--- src/rtl/rr_mux_arbiter_if.sv ---
//------------------------------------------------------------------------------
// rr_mux_arbiter_if: request/grant bundle between four requesters and the arbiter.
// Rev 1.0
//------------------------------------------------------------------------------
`default_nettype none

interface rr_mux_arbiter_if;
  logic [3:0] req;
  logic       done;
  logic [3:0] gnt;
  logic [1:0] sel;
  logic       busy;
  logic       timeout;

  // master: the arbiter itself; slave: requesters plus the shared resource
  modport master (
    input  req,
    input  done,
    output gnt,
    output sel,
    output busy,
    output timeout
  );

  modport slave (
    output req,
    output done,
    input  gnt,
    input  sel,
    input  busy,
    input  timeout
  );
endinterface

`default_nettype wire

--- src/rtl/rr_mux_arbiter.sv ---
//------------------------------------------------------------------------------
// rr_mux_arbiter: 4-way round-robin arbiter driving a shared 4:1 mux select.
// Rev 1.0 -- define ARB_TIMEOUT_EN to enable forced release after MAX_HOLD cycles.
//------------------------------------------------------------------------------
`default_nettype none

module rr_mux_arbiter #(
  parameter int         MAX_HOLD = 16,
  parameter logic [1:0] PARK_SEL = 2'd0
) (
  input  wire logic         clk,
  input  wire logic         rst_n,
  rr_mux_arbiter_if.master  bus
);

  typedef enum logic [0:0] {
    S_IDLE = 1'b0,
    S_OWN  = 1'b1
  } state_t;

  if (MAX_HOLD < 2) begin : g_bad_max_hold
    $error("rr_mux_arbiter: MAX_HOLD must be >= 2");
  end

  state_t     state_q, state_d;
  logic [3:0] gnt_q,   gnt_d;
  logic [1:0] sel_q,   sel_d;
  logic [1:0] ptr_q,   ptr_d;
  logic       busy_q,  busy_d;

  logic       w_force;
  logic [2:0] w_pick_idle;
  logic [2:0] w_pick_hand;

  // Returns {found, index}; scanning from lowest to highest priority lets the
  // highest-priority hit overwrite the others without an early exit.
  function automatic logic [2:0] rr_pick(input logic [3:0] r, input logic [1:0] last);
    logic [2:0] res;
    logic [1:0] cand;
    res = 3'b000;
    for (int k = 4; k >= 1; k--) begin
      cand = last + 2'(k);
      if (r[cand]) res = {1'b1, cand};
    end
    return res;
  endfunction

  assign w_pick_idle = rr_pick(bus.req, ptr_q);
  // On handoff the outgoing owner becomes the new pointer, so it searches last.
  assign w_pick_hand = rr_pick(bus.req, sel_q);

`ifdef ARB_TIMEOUT_EN
  localparam int HOLD_W = $clog2(MAX_HOLD) + 1;

  logic [HOLD_W-1:0] hold_q, hold_d;
  logic              timeout_q;

  assign w_force = (state_q == S_OWN) && !bus.done &&
                   (hold_q == HOLD_W'(MAX_HOLD - 1));

  // Counter runs only while a grant is held without done; any release clears it.
  always_comb begin
    hold_d = '0;
    if ((state_q == S_OWN) && !bus.done && !w_force) hold_d = hold_q + 1'b1;
  end

  always_ff @(posedge clk or negedge rst_n) begin
    if (!rst_n) begin
      hold_q    <= '0;
      timeout_q <= 1'b0;
    end else begin
      hold_q    <= hold_d;
      timeout_q <= w_force;
    end
  end

  assign bus.timeout = timeout_q;
`else
  assign w_force     = 1'b0;
  assign bus.timeout = 1'b0;
`endif

  always_comb begin
    state_d = state_q;
    gnt_d   = gnt_q;
    sel_d   = sel_q;
    ptr_d   = ptr_q;
    busy_d  = busy_q;
    case (state_q)
      S_IDLE: begin
        if (w_pick_idle[2]) begin
          state_d = S_OWN;
          gnt_d   = 4'b0001 << w_pick_idle[1:0];
          sel_d   = w_pick_idle[1:0];
          busy_d  = 1'b1;
        end
      end
      S_OWN: begin
        if (bus.done || w_force) begin
          ptr_d = sel_q;
          if (w_pick_hand[2]) begin
            gnt_d = 4'b0001 << w_pick_hand[1:0];
            sel_d = w_pick_hand[1:0];
          end else begin
            state_d = S_IDLE;
            gnt_d   = 4'b0000;
            busy_d  = 1'b0;
          end
        end
      end
      default: begin
        state_d = S_IDLE;
        gnt_d   = 4'b0000;
        busy_d  = 1'b0;
      end
    endcase
  end

  always_ff @(posedge clk or negedge rst_n) begin
    if (!rst_n) begin
      state_q <= S_IDLE;
      gnt_q   <= 4'b0000;
      sel_q   <= PARK_SEL;
      ptr_q   <= 2'd3;
      busy_q  <= 1'b0;
    end else begin
      state_q <= state_d;
      gnt_q   <= gnt_d;
      sel_q   <= sel_d;
      ptr_q   <= ptr_d;
      busy_q  <= busy_d;
    end
  end

  assign bus.gnt  = gnt_q;
  assign bus.sel  = sel_q;
  assign bus.busy = busy_q;

endmodule

`default_nettype wire
--- src/flat_wrapper.sv ---
// flat-port wrapper written by rule: the top's interface ports become plain ports
module rr_mux_arbiter_flat 
#(
  parameter int         MAX_HOLD = 16,
  parameter logic [1:0] PARK_SEL = 2'd0
)
  (clk, rst_n, bus_req, bus_done, bus_gnt, bus_sel, bus_busy, bus_timeout);
  rr_mux_arbiter_if bus_i ();
  input  wire logic clk;
  input  wire logic rst_n;
  input wire logic [$bits(bus_i.req)-1:0] bus_req;
  input wire logic [$bits(bus_i.done)-1:0] bus_done;
  output wire logic [$bits(bus_i.gnt)-1:0] bus_gnt;
  output wire logic [$bits(bus_i.sel)-1:0] bus_sel;
  output wire logic [$bits(bus_i.busy)-1:0] bus_busy;
  output wire logic [$bits(bus_i.timeout)-1:0] bus_timeout;
  assign bus_i.req = bus_req;
  assign bus_i.done = bus_done;
  assign bus_gnt = bus_i.gnt;
  assign bus_sel = bus_i.sel;
  assign bus_busy = bus_i.busy;
  assign bus_timeout = bus_i.timeout;
  rr_mux_arbiter #(.MAX_HOLD(MAX_HOLD), .PARK_SEL(PARK_SEL)) u_core (.clk(clk), .rst_n(rst_n), .bus(bus_i));
endmodule
--- config.mk ---
export PLATFORM = sky130hd
export DESIGN_NAME = rr_mux_arbiter_flat
export DESIGN_NICKNAME = d
export VERILOG_FILES = /design/src/rtl/rr_mux_arbiter_if.sv /design/src/rtl/rr_mux_arbiter.sv /design/src/flat_wrapper.sv
export SDC_FILE = /design/constraint.sdc
export NUM_CORES = 1
export LEC_CHECK = 0
export ABC_AREA = 0
export BUFFER_PORTS_ARGS = -buffer_cell sky130_fd_sc_hd__buf_2
export CAP_MARGIN = 20
export CORE_MARGIN = 2
export CORE_UTILIZATION = 46
export CTS_CLUSTER_SIZE = 40
export DETAILED_ROUTE_END_ITERATION = 12
export HOLD_SLACK_MARGIN = 0.02
export PLACE_DENSITY = 0.69
export SLEW_MARGIN = 5
export SYNTH_ARGS = -nofsm -noshare
export SYNTH_HDL_FRONTEND = slang
export SYNTH_SLANG_ARGS = --single-unit
export TNS_END_PERCENT = 30
--- constraint.sdc ---
create_clock -name clk -period 1.92 [get_ports clk]
set_input_delay 0.192 -clock clk [delete_from_list [all_inputs] [get_ports clk]]
set_output_delay 0.192 -clock clk [all_outputs]
set_load 0.01 [all_outputs]
Word level (Yosys, flattened, before mapping)
Index checks and enable logic that the tools add are counted. W data, S select, Z words.

Register bits after elaboration: 10. Memory bits (read-only): 0. Memories: 0. Logic and storage cells: 70. Latch bits: 0. Bits in writable memories: 0.

Add/subtract/negate cells: 6. Multiply operators: 0. Divide/modulo/power cells: 0. Multiplexer cells: 40. $lt $le $gt $ge: 8. Bitwise logic cells: 1. Equality and inequality tests: 4. Reductions and logical operators: 4. Shift operators: 2.

Operators with widths (count): $lt A2 B3 Y1 const B (8); $mux W3 (8); $bmux W1 S2 (8); $mux W1 (14); $mux W4 (3); $add A2 B2 Y2 const B (4); $pmux W4 S2 (1); $shl A1 B2 Y4 const A (2); $mux W2 (3); $ne A2 B2 Y1 const B (3); $reduce_and A3 Y1 (2); $add A2 B1 Y2 const B (2); $pmux W1 S2 (2); $pmux W2 S2 (1); $reduce_and A2 Y1 (2); $ne A2 B1 Y1 const B (1); $not A1 Y1 (1).

Longest topological paths before layout
Word-level depth: 10. Mapped depth: 5. Mapped depth without buffers: 4.

Least setup slack after synthesis
Ideal clock, no wire load.

Path type: flip-flop to flip-flop. Start: register u_core.ptr_q[1]. End: register u_core.gnt_q[1] (netlist: u_core.bus.gnt[1]). Cell stages (with the launch flop): 6. Buffers on the path: 1. Arrival: 1275 ps. Clock period less this slack: 1412 ps. Slack: 508 ps. Required time: 1782 ps. Cell sequence: dfstp_2 > buf_2 > mux2i_1 > o32a_1 > o31a_1 > o221ai_1.

Cells in the longest elaborated chain, start to end: 9. Elaborated cells on any way between the ends: 20.

Ends and longest elaborated chain: start: declaration (line rr_mux_arbiter.sv:28) `logic [1:0] ptr_q, ptr_d;`; start signal: assignment (line rr_mux_arbiter.sv:130) `ptr_q <= ptr_d;`; $add A2 B2 Y2 / $bmux W1 S2 (equally long branches) (line rr_mux_arbiter.sv:42, rr_mux_arbiter.sv:43); $bmux W1 S2 / $mux W1 (equally long branches) (line rr_mux_arbiter.sv:43) `if (r[cand]) res = {1'b1, cand};`; $mux W1 (not written as such) / $mux W3 (equally long branches) (line rr_mux_arbiter.sv:43); $mux W3 (2 in series) (line rr_mux_arbiter.sv:43); $mux W3 (*) (line rr_mux_arbiter.sv:43); $shl A1 B2 Y4 (line rr_mux_arbiter.sv:93) `gnt_d = 4'b0001 << w_pick_idle[1:0];`; $mux W4 (line rr_mux_arbiter.sv:91) `if (w_pick_idle[2]) begin`; $pmux W4 S2 (line rr_mux_arbiter.sv:89) `case (state_q)`; end signal: assignment (line rr_mux_arbiter.sv:128) `gnt_q <= gnt_d;`; end: declaration (line rr_mux_arbiter.sv:26) `logic [3:0] gnt_q, gnt_d;`.

Mark *: on every way between the ends. The rest lies on a longest branch, timed or not. The select of a mux whose other input is x is not followed. A chain may end at the register's enable or synchronous reset.

Worst setup path after layout
Ends and elaborated chain as after synthesis.

==> flow_metrics.py <==
metrics = {
    "timing": {
        "rsz0062_at_grt": "no",
        "tns_ns": 0,
        "finalClockSkew_ns": 0.00397,
        "hold_violations": 0,
        "worst_slew_pin_slew_ns": 0.517,
        "setup_viol": 0,
        "timing.hold.ws_ns": 0.229,
        "max-slew-margin-rel_pct": 65.2,
        "period_needed_ns": 1.48,
        "post-route-period-util_pct": 77.2,
        "max_freq_mhz": 675,
        "slew_violations": 0,
    },
    "die": {
        "die_y_um": 42.2,
        "die_w_um": 42.2,
        "start_util_pct": 50.3,
        "rows": 13,
        "dieArea_mm2": 0.00178,
        "core_area_mm2": 0.00133,
        "io_pins": 15,
    },
    "worst_setup_path": {
        "setup.worst_path.class": "reg -> reg",
        "crit_path_cell_trace": "mux2i_1 -> o32a_1 -> o31a_1 -> o221ai_1",
        "cp_max_fo": 8,
        "cp_num_buf_inv": 0,
        "cp_slowest_cell": "dfstp_2",
        "reg2reg_to": "u_core.bus.gnt[1]",
        "r2r_start": "u_core.ptr_q[1]",
        "cp_data_required_time_ns": 2.07,
        "cp-start-kind": "flop",
        "critPathArrivalTime_ns": 1.63,
        "ff2ff_path_depth": 4,
        "crit_family": "flip-flops",
        "cp_slowest_stage_delay_ns": 0.60,
        "rrSetupSlack_ns": 0.44,
        "critPathCaptureType": "flop",
    },
    "worst_hold_path": {
        "min_path_type": "in -> reg",
        "min_to": "u_core.bus.busy",
        "min_from": "bus_done",
        "hold_depth": 4,
    },
    "synthesis": {
        "synthesis.nets": 80,
        "yosys.cell_types.count": 33,
        "ys_ff_latch": 10,
        "yosysWarnings": 0,
        "synthCells": 73,
        "avgSynthCellArea_um2": 9.19,
        "netlist_area_um2": 671,
        "yosysSeqAreaShare_pct": 37.7,
    },
    "placed_design": {
        "io_buffers": 13,
        "gp_congestion": 0.854,
        "dp_hpwl_um": 1040,
    },
    "route": {
        "vias": 569,
        "drtAntennaViolNets": 0,
        "dr.first_iter.drc_count": 18,
        "dr.pass1.iters": 4,
        "wl_per_cell_um": 14.8,
        "viasPerCell": 5.75,
        "routed_wl_um": 1460,
        "route.detailed.drc": 0,
    },
    "outcome": {
        "run_status": "finished clean",
    },
    "grt": {
        "grt_pass1_vias": 566,
        "overflow": 0,
        "grt_usage_pct": 19.4,
        "grt_max_degree": 11,
        "grt_pass1_wl_um": 2570,
        "antenna_found_initial": 0,
    },
    "cts": {
        "numCtsBuffers": 3,
        "clk_pin_slew_worst_paths_ns": 0.07,
        "cts-resized-gates": 0,
        "clockBufferDepth": 2,
        "worstSkewPairLatency_ns": 0.28,
        "cts_tree": "built",
        "ctsHoldBuffers": 1,
        "h-tree-depth": 1,
        "cts_root_buffer": "clkbuf_4",
        "post_cts_buffers": 0,
        "clock_sink_count": 10,
    },
    "finish": {
        "fin_nets": 92,
        "post_route_cells_drive_above_1_share_pct": 33.3,
        "final_common_cell": "buf_2",
        "fin_util_pct": 56.8,
        "mostFrequentLayoutCells": "13 x buf_2, 11 x nand2_1, 8 x dfrtp_1",
        "insertedDiodeCount": 0,
        "synthToLayoutAreaGrowth_pct": 12.9,
    },
    "power": {
        "power_frac_comb_pct": 28.8,
        "swShare_pct": 33.3,
        "clock_power_share_pct": 27.4,
        "p_leak_uw": 0.000338,
        "p_switching_uw": 241,
        "p_int_uw": 483,
        "totalPowerFinal_uw": 724,
        "peakVddDrop_uv": 528,
        "p_per_area_mw_per_mm2": 957,
        "seqPwrFrac_pct": 43.8,
    },
    "job": {
        "drv_cap": 0,
    },
}
## how the worst max path moves through the flow
stage | start | end | slack [ns] | cells after the start
5_1_grt | u_core.ptr_q[1] | u_core.bus.gnt[1] | 0.33 | 4
6_report | u_core.ptr_q[1] | u_core.bus.gnt[1] | 0.44 | 4
2_1_floorplan | u_core.ptr_q[1] | u_core.bus.gnt[1] | 0.51 | 5
4_1_cts | u_core.ptr_q[1] | u_core.bus.gnt[1] | 0.44 | 4
3_3_place_gp | u_core.ptr_q[1] | u_core.bus.gnt[1] | 0.44 | 4
3_5_place_dp | u_core.ptr_q[1] | u_core.bus.gnt[1] | 0.46 | 4
## power by group through the flow
stage / sequential, uW / combinational, uW / clock (uW)
after detailed placement: 318 / 208 / 0
after global routing: 329 / 235 / 207
after floorplan: 309 / 154 / 0
after CTS: 316 / 210 / 204
final: 317 / 208 / 199
after global placement: 317 / 210 / 0
## logic make-up (layout without fill, tap and decap cells)
logic type             count (synthesis)  count (layout)  share of synthesized area (%)
AO/OA/AOI/OAI                         22              22                           26.5
buffers and inverters                  9              20                           7.65
other                                  1               1                          0.559
multiplexers                           4               4                           6.34
flip-flops                            10              10                           37.7
AND/OR/NAND/NOR                       27              27                           21.3
## stage by stage
stage               instances  setup WS, ns  cell area, um2
floorplan                  73         0.508             671
global placement           94         0.444             711
detailed placement         94         0.457             711
CTS                        99         0.436             757
global route               99         0.331             757
finish                     99         0.438             757
## state kept, by name (all words and copies together), names as in the netlist
| name | flops |
|---|---|
| u_core.bus.gnt | 4 |
| u_core.bus.sel | 2 |
| u_core.ptr_q | 2 |
| u_core.bus.busy | 1 |
| u_core.state_q | 1 |
## routing by layer
metal	track usage [%]	vias up	wire length [um]
li1	-	286	-
met1	25.6	263	696
met2	28.6	15	653
met3	4.31	5	70
met4	11.9	0	43
met5	0	-	0
## synthesized netlist by cell type
cell	number	area, um2
o221a_2	1	11.3
a31oi_1	1	6.26
a21oi_1	3	15.0
dfrtp_1	8	200
nor4_1	1	6.26
nand2b_1	6	37.5
a21o_2	2	17.5
nand3b_1	2	15.0
buf_6	1	11.3
nand2_1	11	41.3
dfstp_2	2	52.6
clkbuf_2	2	10.0
o32a_1	1	10.0
buf_4	1	7.51
o21a_1	1	7.51
mux2i_1	2	20.0
nor2_1	2	7.51
o22a_1	1	8.76
inv_1	2	7.51
nand3_1	1	5.00
or2_2	1	6.26
buf_2	3	15.0
o21ai_0	2	10.0
o21ai_4	1	16.3
mux2_2	2	22.5
conb_1	1	3.75
o221ai_1	4	35.0
a31o_2	1	8.76
or4_4	1	11.3
o31a_1	1	8.76
o211ai_1	3	22.5
or3_1	1	6.26
nor2b_1	1	6.26
## final cells by class
cell class	instances	area (um2)
Fill cell	115	577
Tap cell	15	18.8
Multi-Input combinational cell	54	367
Timing Repair Buffer	14	75.1
Sequential cell	10	253
Inverter	2	7.51
Clock buffer	4	36.3
## worst min-delay path: cells and delay by family
| kind | cells | cell delay, ns |
|---|---|---|
| AND/OR/NAND/NOR | 2 | 0.11 |
| buffers and inverters | 1 | 0.11 |
| AO/OA/AOI/OAI | 1 | 0.06 |
Note: power is estimated with default switching activity, not from simulation.
